[src/rtl/t07_mem_arbiter.sv]
// Two-requester arbiter for the single external memory port: data has priority, fetch is
// protected from starvation. One issue cycle, wait for busy to fall (or time out), one ack cycle.
module t07_mem_arbiter #(
    parameter int unsigned STARVE_LIMIT = 4,
    parameter int unsigned TIMEOUT      = 255
) (
    input  logic        clk,
    input  logic        nrst,
    input  logic        f_req,
    input  logic [31:0] f_addr,
    input  logic        d_req,
    input  logic        d_we,
    input  logic [31:0] d_addr,
    input  logic [31:0] d_wdata,
    input  logic        busy,
    input  logic [31:0] ext_rdata,
    output logic [1:0]  rwi,
    output logic [31:0] ext_addr,
    output logic [31:0] ext_wdata,
    output logic        f_ack,
    output logic        d_ack,
    output logic [31:0] rdata,
    output logic        err,
    output logic        freeze
);

    localparam int unsigned   SW         = (STARVE_LIMIT < 2) ? 1 : $clog2(STARVE_LIMIT + 1);
    localparam logic [SW-1:0] STARVE_MAX = SW'(STARVE_LIMIT);
    localparam logic [7:0]    TOUT_MAX   = 8'(TIMEOUT);
    localparam logic [1:0]    RWI_IDLE   = 2'b00;
    localparam logic [1:0]    RWI_WRITE  = 2'b01;
    localparam logic [1:0]    RWI_READ   = 2'b10;

    typedef enum logic [1:0] {StIdle, StIssue, StWait, StResp} state_e;

    state_e        state_q, state_d;
    logic          owner_d_q, owner_d_d;
    logic          we_q, we_d;
    logic          prev_busy_q;
    logic [SW-1:0] starve_q, starve_d;
    logic [7:0]    tout_q, tout_d, tout_inc;
    logic [1:0]    rwi_q, rwi_d;
    logic [31:0]   ext_addr_q, ext_addr_d;
    logic [31:0]   ext_wdata_q, ext_wdata_d;
    logic [31:0]   rdata_q, rdata_d;
    logic          f_ack_q, f_ack_d;
    logic          d_ack_q, d_ack_d;
    logic          err_q, err_d;
    logic          any_req, grant_f, fall, tout_hit;

    assign any_req  = f_req | d_req;
    assign grant_f  = f_req & (~d_req | (starve_q >= STARVE_MAX));
    assign fall     = prev_busy_q & ~busy;
    assign tout_inc = tout_q + 8'd1;
    // tout_inc counts WAIT cycles including the current one
    assign tout_hit = (tout_inc == TOUT_MAX);

    always_ff @(posedge clk or negedge nrst) begin
        if (!nrst) begin
            state_q <= StIdle;
        end else begin
            state_q <= state_d;
        end
    end

    always_comb begin
        state_d = state_q;
        unique case (state_q)
            StIdle:  if (any_req) state_d = StIssue;
            StIssue: state_d = StWait;
            StWait:  if (fall || tout_hit) state_d = StResp;
            StResp:  state_d = StIdle;
            default: state_d = StIdle;
        endcase
    end

    // Next values of the registered outputs and transaction context.
    always_comb begin
        owner_d_d   = owner_d_q;
        we_d        = we_q;
        starve_d    = starve_q;
        tout_d      = tout_q;
        rwi_d       = RWI_IDLE;
        ext_addr_d  = ext_addr_q;
        ext_wdata_d = ext_wdata_q;
        rdata_d     = rdata_q;
        f_ack_d     = 1'b0;
        d_ack_d     = 1'b0;
        err_d       = 1'b0;
        unique case (state_q)
            StIdle: begin
                tout_d = '0;
                if (!f_req) starve_d = '0;
                if (any_req) begin
                    owner_d_d   = ~grant_f;
                    we_d        = ~grant_f & d_we;
                    ext_addr_d  = grant_f ? f_addr : d_addr;
                    ext_wdata_d = (~grant_f & d_we) ? d_wdata : '0;
                    rwi_d       = (~grant_f & d_we) ? RWI_WRITE : RWI_READ;
                    if (grant_f) begin
                        starve_d = '0;
                    end else if (f_req) begin
                        starve_d = starve_q + 1'b1;
                    end
                end
            end
            StWait: begin
                tout_d = tout_inc;
                if (fall) begin
                    rdata_d = we_q ? '0 : ext_rdata;
                    f_ack_d = ~owner_d_q;
                    d_ack_d = owner_d_q;
                end else if (tout_hit) begin
                    rdata_d = '0;
                    err_d   = 1'b1;
                    f_ack_d = ~owner_d_q;
                    d_ack_d = owner_d_q;
                end
            end
            StResp:  tout_d = '0;
            default: ;
        endcase
    end

    always_ff @(posedge clk or negedge nrst) begin
        if (!nrst) begin
            owner_d_q   <= 1'b0;
            we_q        <= 1'b0;
            prev_busy_q <= 1'b0;
            starve_q    <= '0;
            tout_q      <= '0;
            rwi_q       <= RWI_IDLE;
            ext_addr_q  <= '0;
            ext_wdata_q <= '0;
            rdata_q     <= '0;
            f_ack_q     <= 1'b0;
            d_ack_q     <= 1'b0;
            err_q       <= 1'b0;
        end else begin
            owner_d_q   <= owner_d_d;
            we_q        <= we_d;
            prev_busy_q <= busy;
            starve_q    <= starve_d;
            tout_q      <= tout_d;
            rwi_q       <= rwi_d;
            ext_addr_q  <= ext_addr_d;
            ext_wdata_q <= ext_wdata_d;
            rdata_q     <= rdata_d;
            f_ack_q     <= f_ack_d;
            d_ack_q     <= d_ack_d;
            err_q       <= err_d;
        end
    end

    assign rwi       = rwi_q;
    assign ext_addr  = ext_addr_q;
    assign ext_wdata = ext_wdata_q;
    assign f_ack     = f_ack_q;
    assign d_ack     = d_ack_q;
    assign rdata     = rdata_q;
    assign err       = err_q;
    assign freeze    = (state_q != StIdle) | any_req;

endmodule

[config.mk]
export PLATFORM = sky130hd
export DESIGN_NAME = t07_mem_arbiter
export DESIGN_NICKNAME = d
export VERILOG_FILES = /design/src/rtl/t07_mem_arbiter.sv
export SDC_FILE = /design/constraint.sdc
export NUM_CORES = 1
export LEC_CHECK = 0
export CORE_MARGIN = 4
export CORE_UTILIZATION = 42
export CTS_BUF_LIST = sky130_fd_sc_hd__clkbuf_4 sky130_fd_sc_hd__clkbuf_8
export CTS_CLUSTER_SIZE = 30
export DETAILED_ROUTE_END_ITERATION = 16
export HOLD_SLACK_MARGIN = 0.08
export PLACE_DENSITY = 0.85
export SETUP_SLACK_MARGIN = 0.1
export SYNTH_ARGS = -nofsm -noshare
export SYNTH_HDL_FRONTEND = slang
export SYNTH_SLANG_ARGS = --single-unit
[constraint.sdc]
create_clock -name clk -period 2.2 [get_ports clk]
set_input_delay 0.44 -clock clk [delete_from_list [all_inputs] [get_ports clk]]
set_output_delay 0.44 -clock clk [all_outputs]
set_load 0.05 [all_outputs]
==> impl_metrics.env <==
export IMPL_seqPwrFrac=0.292
export IMPL_dp_hpwl_mm=10.7
export IMPL_cts_buffers=17
export IMPL_syn_area_per_cell_um2=12.2
export IMPL_swShare=0.470
export IMPL_status="completed"
export IMPL_antenna_found_initial=0
export IMPL_synth_top_cell_area_share=0.608
export IMPL_row_count=38
export IMPL_core_um2=11000
export IMPL_htreeDepth=4
export IMPL_path_cells="clkdlybuf4s50_1"
export IMPL_r2r_start="tout_q[0]$_DFFE_PN0P_"
export IMPL_final_cell_count_no_fill=795
export IMPL_wl_mm=14.5
export IMPL_multi_input_area_um2=1750
export IMPL_dp_cells=759
export IMPL_nets=782
export IMPL_synth_area_leaders="dfrtp_1 61%, a22o_1 11%, mux2i_1 7.7%, o21ai_0 4.4%, nand2_1 3.7%"
export IMPL_path_class="register to primary output"
export IMPL_pwr_share_comb=0.548
export IMPL_drt_iter0_drc=189
export IMPL_grt_max_degree=51
export IMPL_hold_ws_ps=442
export IMPL_slew_violations=0
export IMPL_worstPathRequired_ps=1760
export IMPL_ir_drop_mv=1.24
export IMPL_ys_types=38
export IMPL_holdPathStages=1
export IMPL_final_cell_mix="206 x clkdlybuf4s50_1, 117 x dfrtp_1, 62 x a22o_1, 47 x nand2_1, 41 x o21ai_0"
export IMPL_hp_class="register to register"
export IMPL_total_power_uw=12100
export IMPL_ant_nets=0
export IMPL_worstMarginPinSlew_ps=667
export IMPL_power_density_nw_per_um2=1540
export IMPL_overflow=0
export IMPL_cp_end_kind="primary output"
export IMPL_drc=0
export IMPL_cp_top_family="buffers and inverters"
export IMPL_cp_max_fo=2
export IMPL_ys_flop_type="dfrtp_1"
export IMPL_crit_buf_inv=1
export IMPL_clkLatencyLatePin_ps=420
export IMPL_rr_worst_depth=6
export IMPL_viasPerCell=5.22
export IMPL_n_fill_cell=749
export IMPL_cpPeakStageDelay_ps=820
export IMPL_portBuffers=235
export IMPL_synth_warnings=0
export IMPL_reg2reg_slack_ps=170
export IMPL_wire_per_inst_um=18.2
export IMPL_timing_final_hold_violations=0
export IMPL_cts_sinks=117
export IMPL_cp_arrival_ps=1620
export IMPL_clockRootBuffer="clkbuf_8"
export IMPL_synth_async_sr_flop_share=1.00
export IMPL_worstHoldStart="owner_d_q$_DFFE_PN0P_"
export IMPL_place_gp_congestion=0.775
export IMPL_syn2layout_area_growth_pct=64.2
export IMPL_layout_commonest_cell="clkdlybuf4s50_1"
export IMPL_synth_area_um2=4820
export IMPL_setup_viol=0
export IMPL_cts_tree="yes"
export IMPL_reg2reg_to="rdata[17]$_DFFE_PN0P_"
export IMPL_synth_ff_latch_count=117
export IMPL_grt_use_total=0.215
export IMPL_seqCellArea_um2=2930
export IMPL_worst_slew_margin_rel=0.555
export IMPL_finalClockSkew_ps=10.2
export IMPL_io_pins=236
export IMPL_grt_pass1_wl_mm=22.4
export IMPL_grt_pass1_vias=4464
export IMPL_cts_clk_slew_worst_paths_ps=70
export IMPL_ys_seq_area_frac=0.608
export IMPL_firstDrtPassIters=4
export IMPL_die_x_um=115
export IMPL_crit_path_start_kind="register"
export IMPL_synthesis_instances=394
export IMPL_final_util=0.717
export IMPL_die_area_um2=13200
export IMPL_initial_core_util=0.437
export IMPL_fin_crit_ps=2060
export IMPL_drive_gt1_frac=0.0992
export IMPL_crit_path_top_delay_cell="clkdlybuf4s50_1"
export IMPL_hold_end="f_ack$_DFF_PN0_"
export IMPL_synth_edf_count=0
export IMPL_num_antenna_cells=0
export IMPL_pwr_share_clk=0.160
export IMPL_power_leakage_uw=0.00394
export IMPL_synth_nets=534
export IMPL_rsz0062_at_grt="no"
export IMPL_clock_path_buffers=2
export IMPL_power_switching_uw=5710
export IMPL_dieHeight_um=115
export IMPL_tns_ps=0
export IMPL_p_int_uw=6440
export IMPL_via_count=4146
export IMPL_timing_fmax_ghz=0.486
export IMPL_maxCapViolCount=0
export IMPL_post_route_period_util=0.936
export IMPL_synth_area_leader_cell="dfrtp_1"
[stage by stage]
stage / setup slack [ps] / cell area (um2)
floorplan: 291 / 4820
global placement: 80.5 / 7390
detailed placement: -21.7 / 7390
CTS: 103 / 7820
global route: 83.5 / 7910
finish: 141 / 7910
[cell usage after synthesis (4+ instances only)]
library cell	number
dfrtp_1	117
a22o_1	62
nand2_1	48
o21ai_0	42
mux2i_1	37
clkbuf_1	13
nor2_1	11
inv_1	9
buf_2	6
ha_1	6
nand3_1	4
[state kept, by name (all words and copies together), names as in the netlist]
name / flops
state_q: 2
f_ack: 1
d_ack: 1
prev_busy_q: 1
ext_wdata: 32
tout_q: 8
rwi: 2
ext_addr: 32
we_q: 1
err: 1
owner_d_q: 1
starve_q: 3
rdata: 32
[how the worst max path moves through the flow]
| stage | startpoint | to | slack [ps] | depth (start not counted) |
|---|---|---|---|---|
| 3_5_place_dp | busy | rdata[0]$_DFFE_PN0P_ | -20 | 4 |
| 3_3_place_gp | busy | rdata[0]$_DFFE_PN0P_ | 80 | 4 |
| 6_report | rdata[17]$_DFFE_PN0P_ | rdata[17] | 140 | 1 |
| 5_1_grt | tout_q[0]$_DFFE_PN0P_ | rdata[11]$_DFFE_PN0P_ | 80 | 6 |
| 4_1_cts | ext_wdata[3]$_DFFE_PN0P_ | ext_wdata[3] | 100 | 1 |
| 2_1_floorplan | tout_q[0]$_DFFE_PN0P_ | rdata[10]$_DFFE_PN0P_ | 290 | 7 |
[cell type report]
| type | count | area share |
|---|---|---|
| Tap cell | 140 | 0.0221 |
| Sequential cell | 117 | 0.370 |
| Clock buffer | 18 | 0.0313 |
| Timing Repair Buffer | 252 | 0.331 |
| Inverter | 9 | 0.00427 |
| Multi-Input combinational cell | 245 | 0.221 |
| Clock inverter | 14 | 0.0193 |
[logic make-up after synthesis]
kind of cell / after synthesis / synth area share
multiplexers: 37 / 0.0769
AO/OA/AOI/OAI: 119 / 0.182
AND/OR/NAND/NOR: 79 / 0.0745
flip-flops: 117 / 0.608
XOR/XNOR: 2 / 0.00364
buffers and inverters: 34 / 0.0392
adder cells (fa/ha/maj): 6 / 0.0156
[power by group through the flow]
stage	Combinational, uW	Clock, uW	Sequential (uW)
floorplan	1400	0	6350
global placement	6530	0	3540
detailed placement	6680	0	3570
CTS	6710	1980	3560
global route	7000	2090	3650
finish	6650	1940	3550
[repair_timing]
action                                  in CTS  in global routing
hold endpoints to repair                    46                  0
endpoints found under the setup margin      33                 60
hold buffers                                 1                  0
resized for setup                            1                 29
gates cloned                                 1                  1
buffers inserted                             0                  1
pin swaps                                    1                  3
[routing by layer]
layer | vias up | GRT usage | wire, um
li1 | 1923 | - | -
met1 | 2021 | 0.255 | 5500
met2 | 177 | 0.376 | 7560
met3 | 25 | 0.0621 | 1080
met4 | 0 | 0.0720 | 327
met5 | - | 0 | 0
Power figures use the tool's default switching activity.
